--- config.mk ---
export PLATFORM = sky130hd
export DESIGN_NAME = hazard_sequencer
export DESIGN_NICKNAME = d
export VERILOG_FILES = /design/src/rtl/hazard_pkg.sv /design/src/rtl/hazard_detect.sv /design/src/rtl/hazard_sequencer.sv
export SDC_FILE = /design/constraint.sdc
export NUM_CORES = 1
export LEC_CHECK = 0
export CORE_UTILIZATION = 49
export CTS_CLUSTER_DIAMETER = 30
export DETAILED_ROUTE_END_ITERATION = 8
export GPL_ROUTABILITY_DRIVEN = 1
export GPL_TIMING_DRIVEN = 0
export PLACE_DENSITY = 0.87
export SETUP_SLACK_MARGIN = 0.1
export SKIP_LAST_GASP = 1
export SLEW_MARGIN = 40
export SYNTH_ARGS = -nofsm -noshare
export SYNTH_HDL_FRONTEND = slang
export SYNTH_SLANG_ARGS = --single-unit
--- constraint.sdc ---
create_clock -name clk -period 3.77 [get_ports clk]
set_input_delay 0.754 -clock clk [delete_from_list [all_inputs] [get_ports clk]]
set_output_delay 0.754 -clock clk [all_outputs]
set_load 0.005 [all_outputs]
--- src/rtl/hazard_pkg.sv ---
// Shared encodings for the pipeline hazard sequencer and the branch/jump control.
package hazard_pkg;

   typedef enum logic [1:0] {
      RUN      = 2'b00,
      MEM_WAIT = 2'b01,
      MEM_ERR  = 2'b10
   } state_t;

   localparam logic [1:0] JB_NONE   = 2'b00;
   localparam logic [1:0] JB_BRANCH = 2'b01;
   localparam logic [1:0] JB_JUMP   = 2'b10;

   localparam logic [4:0] REG_ZERO = 5'd0;

   typedef struct packed {
      logic pc_write;
      logic ifid_write;
      logic ifid_flush;
      logic idex_bubble;
      logic exmem_hold;
      logic memwb_bubble;
   } ctl_t;

   localparam ctl_t CTL_RESET  = 6'b001101;
   localparam ctl_t CTL_FREEZE = 6'b000011;
   localparam ctl_t CTL_STALL  = 6'b000100;
   localparam ctl_t CTL_FLUSH  = 6'b111000;
   localparam ctl_t CTL_NORMAL = 6'b110000;

   // $0 is hard-wired, so a dependency on it is never real.
   function automatic logic reg_match(input logic [4:0] a, input logic [4:0] b);
      return (a != REG_ZERO) && (a == b);
   endfunction

endpackage

--- src/rtl/hazard_detect.sv ---
// Combinational operand-dependency comparators for the ID-stage instruction.
module hazard_detect
   import hazard_pkg::*;
(
   input  logic       id_is_branch,
   input  logic [4:0] id_rs,
   input  logic [4:0] id_rt,
   input  logic       id_uses_rt,
   input  logic       ex_memread,
   input  logic       ex_regwrite,
   input  logic [4:0] ex_wreg,
   input  logic       mem_memread,
   input  logic [4:0] mem_wreg,
   output logic       load_use,
   output logic       br_ex,
   output logic       br_mem
);

   logic ex_rs_s;
   logic ex_rt_s;
   logic mem_rs_s;
   logic mem_rt_s;

   assign ex_rs_s  = reg_match(ex_wreg, id_rs);
   assign ex_rt_s  = reg_match(ex_wreg, id_rt);
   assign mem_rs_s = reg_match(mem_wreg, id_rs);
   assign mem_rt_s = reg_match(mem_wreg, id_rt);

   // Branches compare both operands in ID, so rt counts regardless of id_uses_rt.
   assign load_use = ex_memread & (ex_rs_s | (id_uses_rt & ex_rt_s));
   assign br_ex    = id_is_branch & ex_regwrite & (ex_rs_s | ex_rt_s);
   assign br_mem   = id_is_branch & mem_memread & (mem_rs_s | mem_rt_s);

endmodule

--- src/rtl/hazard_sequencer.sv ---
// Pipeline advance/hold/flush/bubble controller with a data-memory wait FSM
// and saturating stall/flush counters.
module hazard_sequencer
   import hazard_pkg::*;
#(
   parameter int MEM_TIMEOUT = 64,
   parameter int CNT_W       = 32
)(
   input  logic             clk,
   input  logic             reset,
   input  logic [4:0]       id_rs,
   input  logic [4:0]       id_rt,
   input  logic             id_uses_rt,
   input  logic             id_is_branch,
   input  logic [1:0]       jb_flag,
   input  logic             ex_memread,
   input  logic             ex_regwrite,
   input  logic [4:0]       ex_wreg,
   input  logic             mem_memread,
   input  logic [4:0]       mem_wreg,
   input  logic             mem_req,
   input  logic             mem_ready,
   output logic             pc_write,
   output logic             ifid_write,
   output logic             ifid_flush,
   output logic             idex_bubble,
   output logic             exmem_hold,
   output logic             memwb_bubble,
   output logic             mem_error,
   output logic [CNT_W-1:0] stall_count,
   output logic [CNT_W-1:0] flush_count
);

   localparam int TMR_W = $clog2(MEM_TIMEOUT + 1);
   localparam logic [TMR_W-1:0] TMR_MAX = TMR_W'(MEM_TIMEOUT);
   localparam logic [CNT_W-1:0] CNT_MAX = {CNT_W{1'b1}};

   state_t           state_r;
   logic [TMR_W-1:0] timer_r;
   logic [CNT_W-1:0] stall_cnt_r;
   logic [CNT_W-1:0] flush_cnt_r;

   logic load_use_s;
   logic br_ex_s;
   logic br_mem_s;
   logic stall_s;
   logic mem_wait_s;
   logic jb_take_s;
   ctl_t ctl_s;

   hazard_detect u_detect (
      .id_is_branch (id_is_branch),
      .id_rs        (id_rs),
      .id_rt        (id_rt),
      .id_uses_rt   (id_uses_rt),
      .ex_memread   (ex_memread),
      .ex_regwrite  (ex_regwrite),
      .ex_wreg      (ex_wreg),
      .mem_memread  (mem_memread),
      .mem_wreg     (mem_wreg),
      .load_use     (load_use_s),
      .br_ex        (br_ex_s),
      .br_mem       (br_mem_s)
   );

   assign stall_s    = load_use_s | br_ex_s | br_mem_s;
   assign mem_wait_s = mem_req & ~mem_ready;
   assign jb_take_s  = (jb_flag == JB_BRANCH) | (jb_flag == JB_JUMP);

   // Control outputs: memory freeze beats hazard stall, which beats a jump/branch flush.
   always_comb begin
      ctl_s = CTL_FREEZE;
      if (reset) begin
         ctl_s = CTL_RESET;
      end else begin
         case (state_r)
            RUN: begin
               if (mem_wait_s) begin
                  ctl_s = CTL_FREEZE;
               end else if (stall_s) begin
                  ctl_s = CTL_STALL;
               end else if (jb_take_s) begin
                  ctl_s = CTL_FLUSH;
               end else begin
                  ctl_s = CTL_NORMAL;
               end
            end
            MEM_WAIT: ctl_s = CTL_FREEZE;
            MEM_ERR:  ctl_s = CTL_FREEZE;
            default:  ctl_s = CTL_FREEZE;
         endcase
      end
   end

   assign pc_write     = ctl_s.pc_write;
   assign ifid_write   = ctl_s.ifid_write;
   assign ifid_flush   = ctl_s.ifid_flush;
   assign idex_bubble  = ctl_s.idex_bubble;
   assign exmem_hold   = ctl_s.exmem_hold;
   assign memwb_bubble = ctl_s.memwb_bubble;
   assign mem_error    = (state_r == MEM_ERR);
   assign stall_count  = stall_cnt_r;
   assign flush_count  = flush_cnt_r;

   // Sequencer state, memory wait timer and performance counters.
   always_ff @(posedge clk or posedge reset) begin
      if (reset) begin
         state_r     <= RUN;
         timer_r     <= '0;
         stall_cnt_r <= '0;
         flush_cnt_r <= '0;
      end else begin
         case (state_r)
            RUN: begin
               if (mem_wait_s) begin
                  state_r <= MEM_WAIT;
                  timer_r <= TMR_W'(1);
               end else if (stall_s) begin
                  if (stall_cnt_r != CNT_MAX) begin
                     stall_cnt_r <= stall_cnt_r + CNT_W'(1);
                  end
               end else if (jb_take_s) begin
                  if (flush_cnt_r != CNT_MAX) begin
                     flush_cnt_r <= flush_cnt_r + CNT_W'(1);
                  end
               end
            end
            MEM_WAIT: begin
               // A withdrawn request is treated as completed.
               if (mem_ready || !mem_req) begin
                  state_r <= RUN;
               end else if (timer_r == TMR_MAX) begin
                  state_r <= MEM_ERR;
               end else begin
                  timer_r <= timer_r + TMR_W'(1);
               end
            end
            MEM_ERR: state_r <= MEM_ERR;
            default: state_r <= RUN;
         endcase
      end
   end

endmodule
# Yosys cells after proc, flatten, opt, wreduce, memory -nomap -nowiden
# Cells that the tools add are included.
[totals] out_inout_bits=71 regBits=73
[classes] n_reduce_logical=14 n_eq_ne=15 add_sub_neg=3 n_bitwise=16 n_mux=13
[ops] operator="adder 32 x 1 -> 32 bit, second input constant" count=2
[ops] operator="!= test 32 bit, second input constant" count=2
[ops] operator="2-to-1 mux 6 bit" count=4
[ops] operator="2-to-1 mux 7 bit" count=3
[ops] operator="equality test 5 bit" count=4
[ops] operator="one-hot mux 7 bit (2 select lines)" count=1
[ops] operator="nonzero test 5 bit" count=2
[ops] operator="AND reduction 4 bit" count=2
[ops] operator="adder 7 x 1 -> 7 bit, second input constant" count=1
[ops] operator="AND 1 bit" count=7
[ops] operator="equality test 7 bit, second input constant" count=1
[ops] operator="2-to-1 mux 2 bit" count=3
[ops] operator="!= test 2 bit, second input constant" count=3
[ops] operator="OR 1 bit" count=6
[ops] operator="one-hot mux 2 bit (3 select lines)" count=1
[ops] operator="AND reduction 5 bit" count=1
[ops] operator="equality test 2 x 1 -> 1 bit, second input constant" count=2
[ops] operator="equality test 2 bit, second input constant" count=2
[ops] operator="logical AND 1 bit" count=4
[ops] operator="2-to-1 mux 4 bit" count=1
[ops] operator="!= test 3 bit, second input constant" count=1
[ops] operator="inverter 1 bit" count=3
[ops] operator="zero test 2 bit" count=1
[ops] operator="AND reduction 2 bit" count=1
[ops] operator="3 further kinds" count=3

# Longest topological paths before layout
# Gate-level depths: netlist of run 1.
[depth] ltp_word=11 ltp_mapped=9

# By module
# Synthesis of run 1 repeated with hierarchy kept, for this count alone.
[hier_totals] hier_cells=390 hier_area_um2=3973.8
[by_module_without_submodules] mod="hazard_sequencer" area_per_inst_um2=3681.0 cells_each=353 n_inst=1 seq_area_each_um2=1826.8
[by_module_without_submodules] mod="hazard_detect" area_per_inst_um2=292.8 cells_each=37 n_inst=1 seq_area_each_um2=0.0

# Worst setup path before layout of run 1
# Ideal clock, no wire load.
[synth_path] kind="in2out" from="input port reset" to="output port pc_write" path_stages=3 slack_ns=0.175 arrival_time_ns=2.841 n_path_buf=1 required_ns=3.016 path_cell_list="inv_1 and3_1 buf_4"
[synth_via] elab_chain_len=1
[synth_lines] item="start: declaration" line_no="hazard_sequencer.sv:10" source="input logic reset,"
[synth_lines] item="2-to-1 mux 6 bit" line_no="hazard_sequencer.sv:73" source="if (reset) begin"
[synth_lines] item="end: declaration" line_no="hazard_sequencer.sv:23" source="output logic pc_write,"
# Every way passes these cells.

# Final worst setup path of run 1
[layout_path] from="input port mem_wreg[1]" to="output port pc_write"
[layout_via] elab_chain_len=9 elab_cells_between_ends=12 cone_classes="2 x eq/ne; 4 x mux; 3 x bitwise; 3 x reduce/logical"
[layout_lines] item="start: declaration" line_no="hazard_sequencer.sv:20" source="input logic [4:0] mem_wreg,"
[layout_lines] item="equality test 5 bit or nonzero test 5 bit (tied branches)" line_no="hazard_pkg.sv:33" source="return (a != REG_ZERO) && (a == b);"
[layout_lines] item="logical AND 1 bit" line_no="hazard_pkg.sv:33"
[layout_lines] item="OR 1 bit (*)" line_no="hazard_detect.sv:32" source="assign br_mem = id_is_branch & mem_memread & (mem_rs_s | mem_rt_s);"
[layout_lines] item="AND 1 bit (*)" line_no="hazard_detect.sv:32"
[layout_lines] item="OR 1 bit (*)" line_no="hazard_sequencer.sv:66" source="assign stall_s = load_use_s | br_ex_s | br_mem_s;"
[layout_lines] item="2-to-1 mux 6 bit (*)" line_no="hazard_sequencer.sv:80" source="end else if (stall_s) begin"
[layout_lines] item="2-to-1 mux 6 bit (*)" line_no="hazard_sequencer.sv:78" source="if (mem_wait_s) begin"
[layout_lines] item="2-to-1 mux 6 bit (*)" line_no="hazard_sequencer.sv:76" source="case (state_r)"
[layout_lines] item="2-to-1 mux 6 bit (*)" line_no="hazard_sequencer.sv:73"
# Mark *: on every way between the ends. The rest lies on a longest branch, timed or not.

==> metrics.txt, run 1 <==
status completed; Max Fclk 0.274 GHz; RSZ-0062 raised after global routing true; Starting Density 51.0%; fin crit share 96.9%; CTS tree built; yosys warns 0; crit-path max cell delay 480 ps; Final Hold Fails 0; final setup TNS 0 ps; routed wire length 10000 um; # clock sinks 73; relative slew slack 52.5%; CP Class input port to output port; reg2reg start flush_count[5]; I/O Buffers 101; largest net degree at the start of global routing 57; crit path launch mem_wreg[1]; Min-Delay Endpoint stall_count[24]; die width 91.9 um; asr flop ratio synth 100%; r2r setup slk 1010 ps; Synth Cell Area 3960 sq um; count of final setup violators 0; post-synthesis mux area share 0.664%; hold wc startpoint stall_count[24]; Power Density 303 nW/um^2; CORE AREA 7770 sq um; DRC errors left 0; xor/xnor share of the synthesized area 19.5%; synthesized flop and latch total 73; initial DRC count 184; average cell area after synthesis 9.70 sq um; Die Y 91.9 um; Synth Flop Type dfrtp_1; crit path launch type input port; Distinct cells, synth 37; Worst Tran Pin Value 707 ps; HP Class register to register; CP Cell Sequence dlygate4sd2_1, or3_1, o311a_1, a22oi_2, clkbuf_8, and3_1, buf_4, clkdlybuf4s50_1; Cells on Worst Hold Path 1; share of layout cells above drive strength 1 7.91%; Synth Net Count 443; cells on worst reg2reg path 7; root buf cell clkbuf_8; CP Data Arrival Time 2900 ps; via count 3586; Avg WL per Cell 15.8 um; cts bufs inserted 9; Seq/Total Area, Yosys 46.2%; CP delay by family, top buffers and inverters; Antenna Nets Post-Route 0; post-synthesis compound-gate area fraction 1.96%; Post-synth EDFFs 0; Simple-Gate Fraction of Synth Area 27.8%; Clock Latency Late Sink 350 ps; initial antenna violation count 0; Max Root-Sink Buffers 2; Synth Area in Adders 1.26%; placed cells 612; post-route minimum period 3650 ps; Initial DRT Pass Iterations 4; CP Capture Type output port; GR Overflow Total 0; GPL Wtd Cong 0.900; Inserted Diodes 0; Clock Skew 16.3 ps; mean number of vias per cell 5.67; H-Tree Depth 3; Synth-to-Final Area Change 37.3%; die area 8440 sq um; maximum vdd ir drop 0.226 mV; critical path peak fanout 3; final total power 1.65 mW; worst path required time 3020 ps; Ports 102; vias in the first global route 3604; first-pass GRT wire length 16800 um; Final HPWL DP 7220 um; Final #Nets 561; fin. max-slew vios 0; main combinational cell family by area after synthesis simple AND/OR/NAND/NOR gates; CP bufs+invs 4; Rows 32; clk slew on worst S/H paths 70 ps; P_leak 2.25 nW; maxcap violations 0; Synth Instances 408; worst r2r dst flush_count[8]; Total Routing Usage GR 24.8%; Finished Layout Cells 633; critical-path cell with the highest stage delay clkdlybuf4s50_1
stage by stage:
step	setup WS [ps]	hold WS [ps]	area (sq um)	utilization [%]
finish	117	490	5430	69.9
global route	43.7	513	5430	69.9
CTS	87.7	495	5390	69.4
detailed placement	-777	482	5130	66.1
global placement	-1270	476	5100	65.6
floorplan	175	478	3960	-
kinds of logic (layout without fill, tap and decap cells):
| family | Yosys count | in the layout |
|---|---|---|
| AO/OA/AOI/OAI | 11 | 11 |
| flip-flops | 73 | 73 |
| AND/OR/NAND/NOR | 206 | 206 |
| multiplexers | 2 | 2 |
| XOR/XNOR | 88 | 88 |
| adder cells (fa/ha/maj) | 4 | 4 |
| buffers and inverters | 24 | 147 |
how the worst max path moves through the flow:
stage,end,slack [ps],cells after the start
final,pc_write,120,8
after detailed placement,pc_write,-780,8
after global placement,pc_write,-1270,5
after CTS,pc_write,90,8
after global routing,pc_write,40,8
after floorplan,pc_write,180,3
flip-flops by register name, indices dropped and copies added (netlist names):
name,flops
timer_r,7
state_r,2
stall_count,32
flush_count,32
layer usage:
layer,global-route usage (%),vias to the layer above,wire [um]
met5,0,-,0
met4,8.20,0,161
met3,5.72,21,718
met2,43.4,165,5130
met1,30.1,1724,4010
li1,-,1676,-
timing repair:
| item | in CTS | in global routing |
|---|---|---|
| gates resized for setup | 16 | 2 |
| hold buffers | 0 | 0 |
| setup endpoints to repair | 4 | 4 |
| pin swaps | 2 | 2 |
| setup buffers | 3 | 2 |
worst register-to-register path: stages, from the launching register on:
cell,delay [ps]
dfrtp_1,460
nand4_1,290
or3_1,540
nor3_1,580
nor2_1,220
clkbuf_1,290
nand4_1,180
xnor2_1,130
synthesized netlist by cell type, types with 2 or more instances:
master,n,area share [%]
and3_1,7,1.1
ha_1,4,1.3
and4_1,6,1.3
nor4b_1,5,1.1
nor4_1,15,2.4
nand2_1,35,3.3
o21ai_0,2,0.25
or4_1,3,0.57
nand3_1,43,5.4
nand2b_1,2,0.32
xnor2_1,56,12
clkbuf_1,11,1.0
o22ai_1,3,0.47
and2_1,7,1.1
nand4_1,24,3.8
nor2b_1,2,0.32
nor2_1,30,2.8
buf_2,3,0.38
inv_1,8,0.76
or3_1,4,0.63
a22oi_1,2,0.38
xor2_1,32,7.1
dfrtp_1,73,46
nor3_1,18,2.3
cell type report:
class                           count  area, sq um
Sequential cell                    73         1830
Fill cell                         627         2330
Timing Repair Buffer              107         1070
Buffer                             16         95.1
Multi-Input combinational cell    311         2070
Tap cell                          102          128
Clock inverter                      6         82.6
Clock buffer                       10          128
Inverter                            8         35.0
power by group:
part / internal [mW] / switching (mW)
sequential: 0.801 / 0.0274
combinational: 0.0942 / 0.0658
clock: 0.369 / 0.288
total: 1.26 / 0.381
cell usage in the layout (no fill, tap or decap), types with 13 or more instances in the layout:
master           instances
nand2_1                 35
xnor2_1                 56
nor4_1                  13
dfrtp_1                 73
nor3_1                  17
nor2_1                  30
nand4_1                 24
nand3_1                 43
clkdlybuf4s50_1         94
xor2_1                  32
Power figures use the tool's default switching activity.
==> inputs of run 2 (changes only) <==
- GPL_ROUTABILITY_DRIVEN: 1 -> not set
- SKIP_LAST_GASP: 1 -> not set
==> results of run 2 <==
Final layout, timing and power as in run 1 (identical DEF).
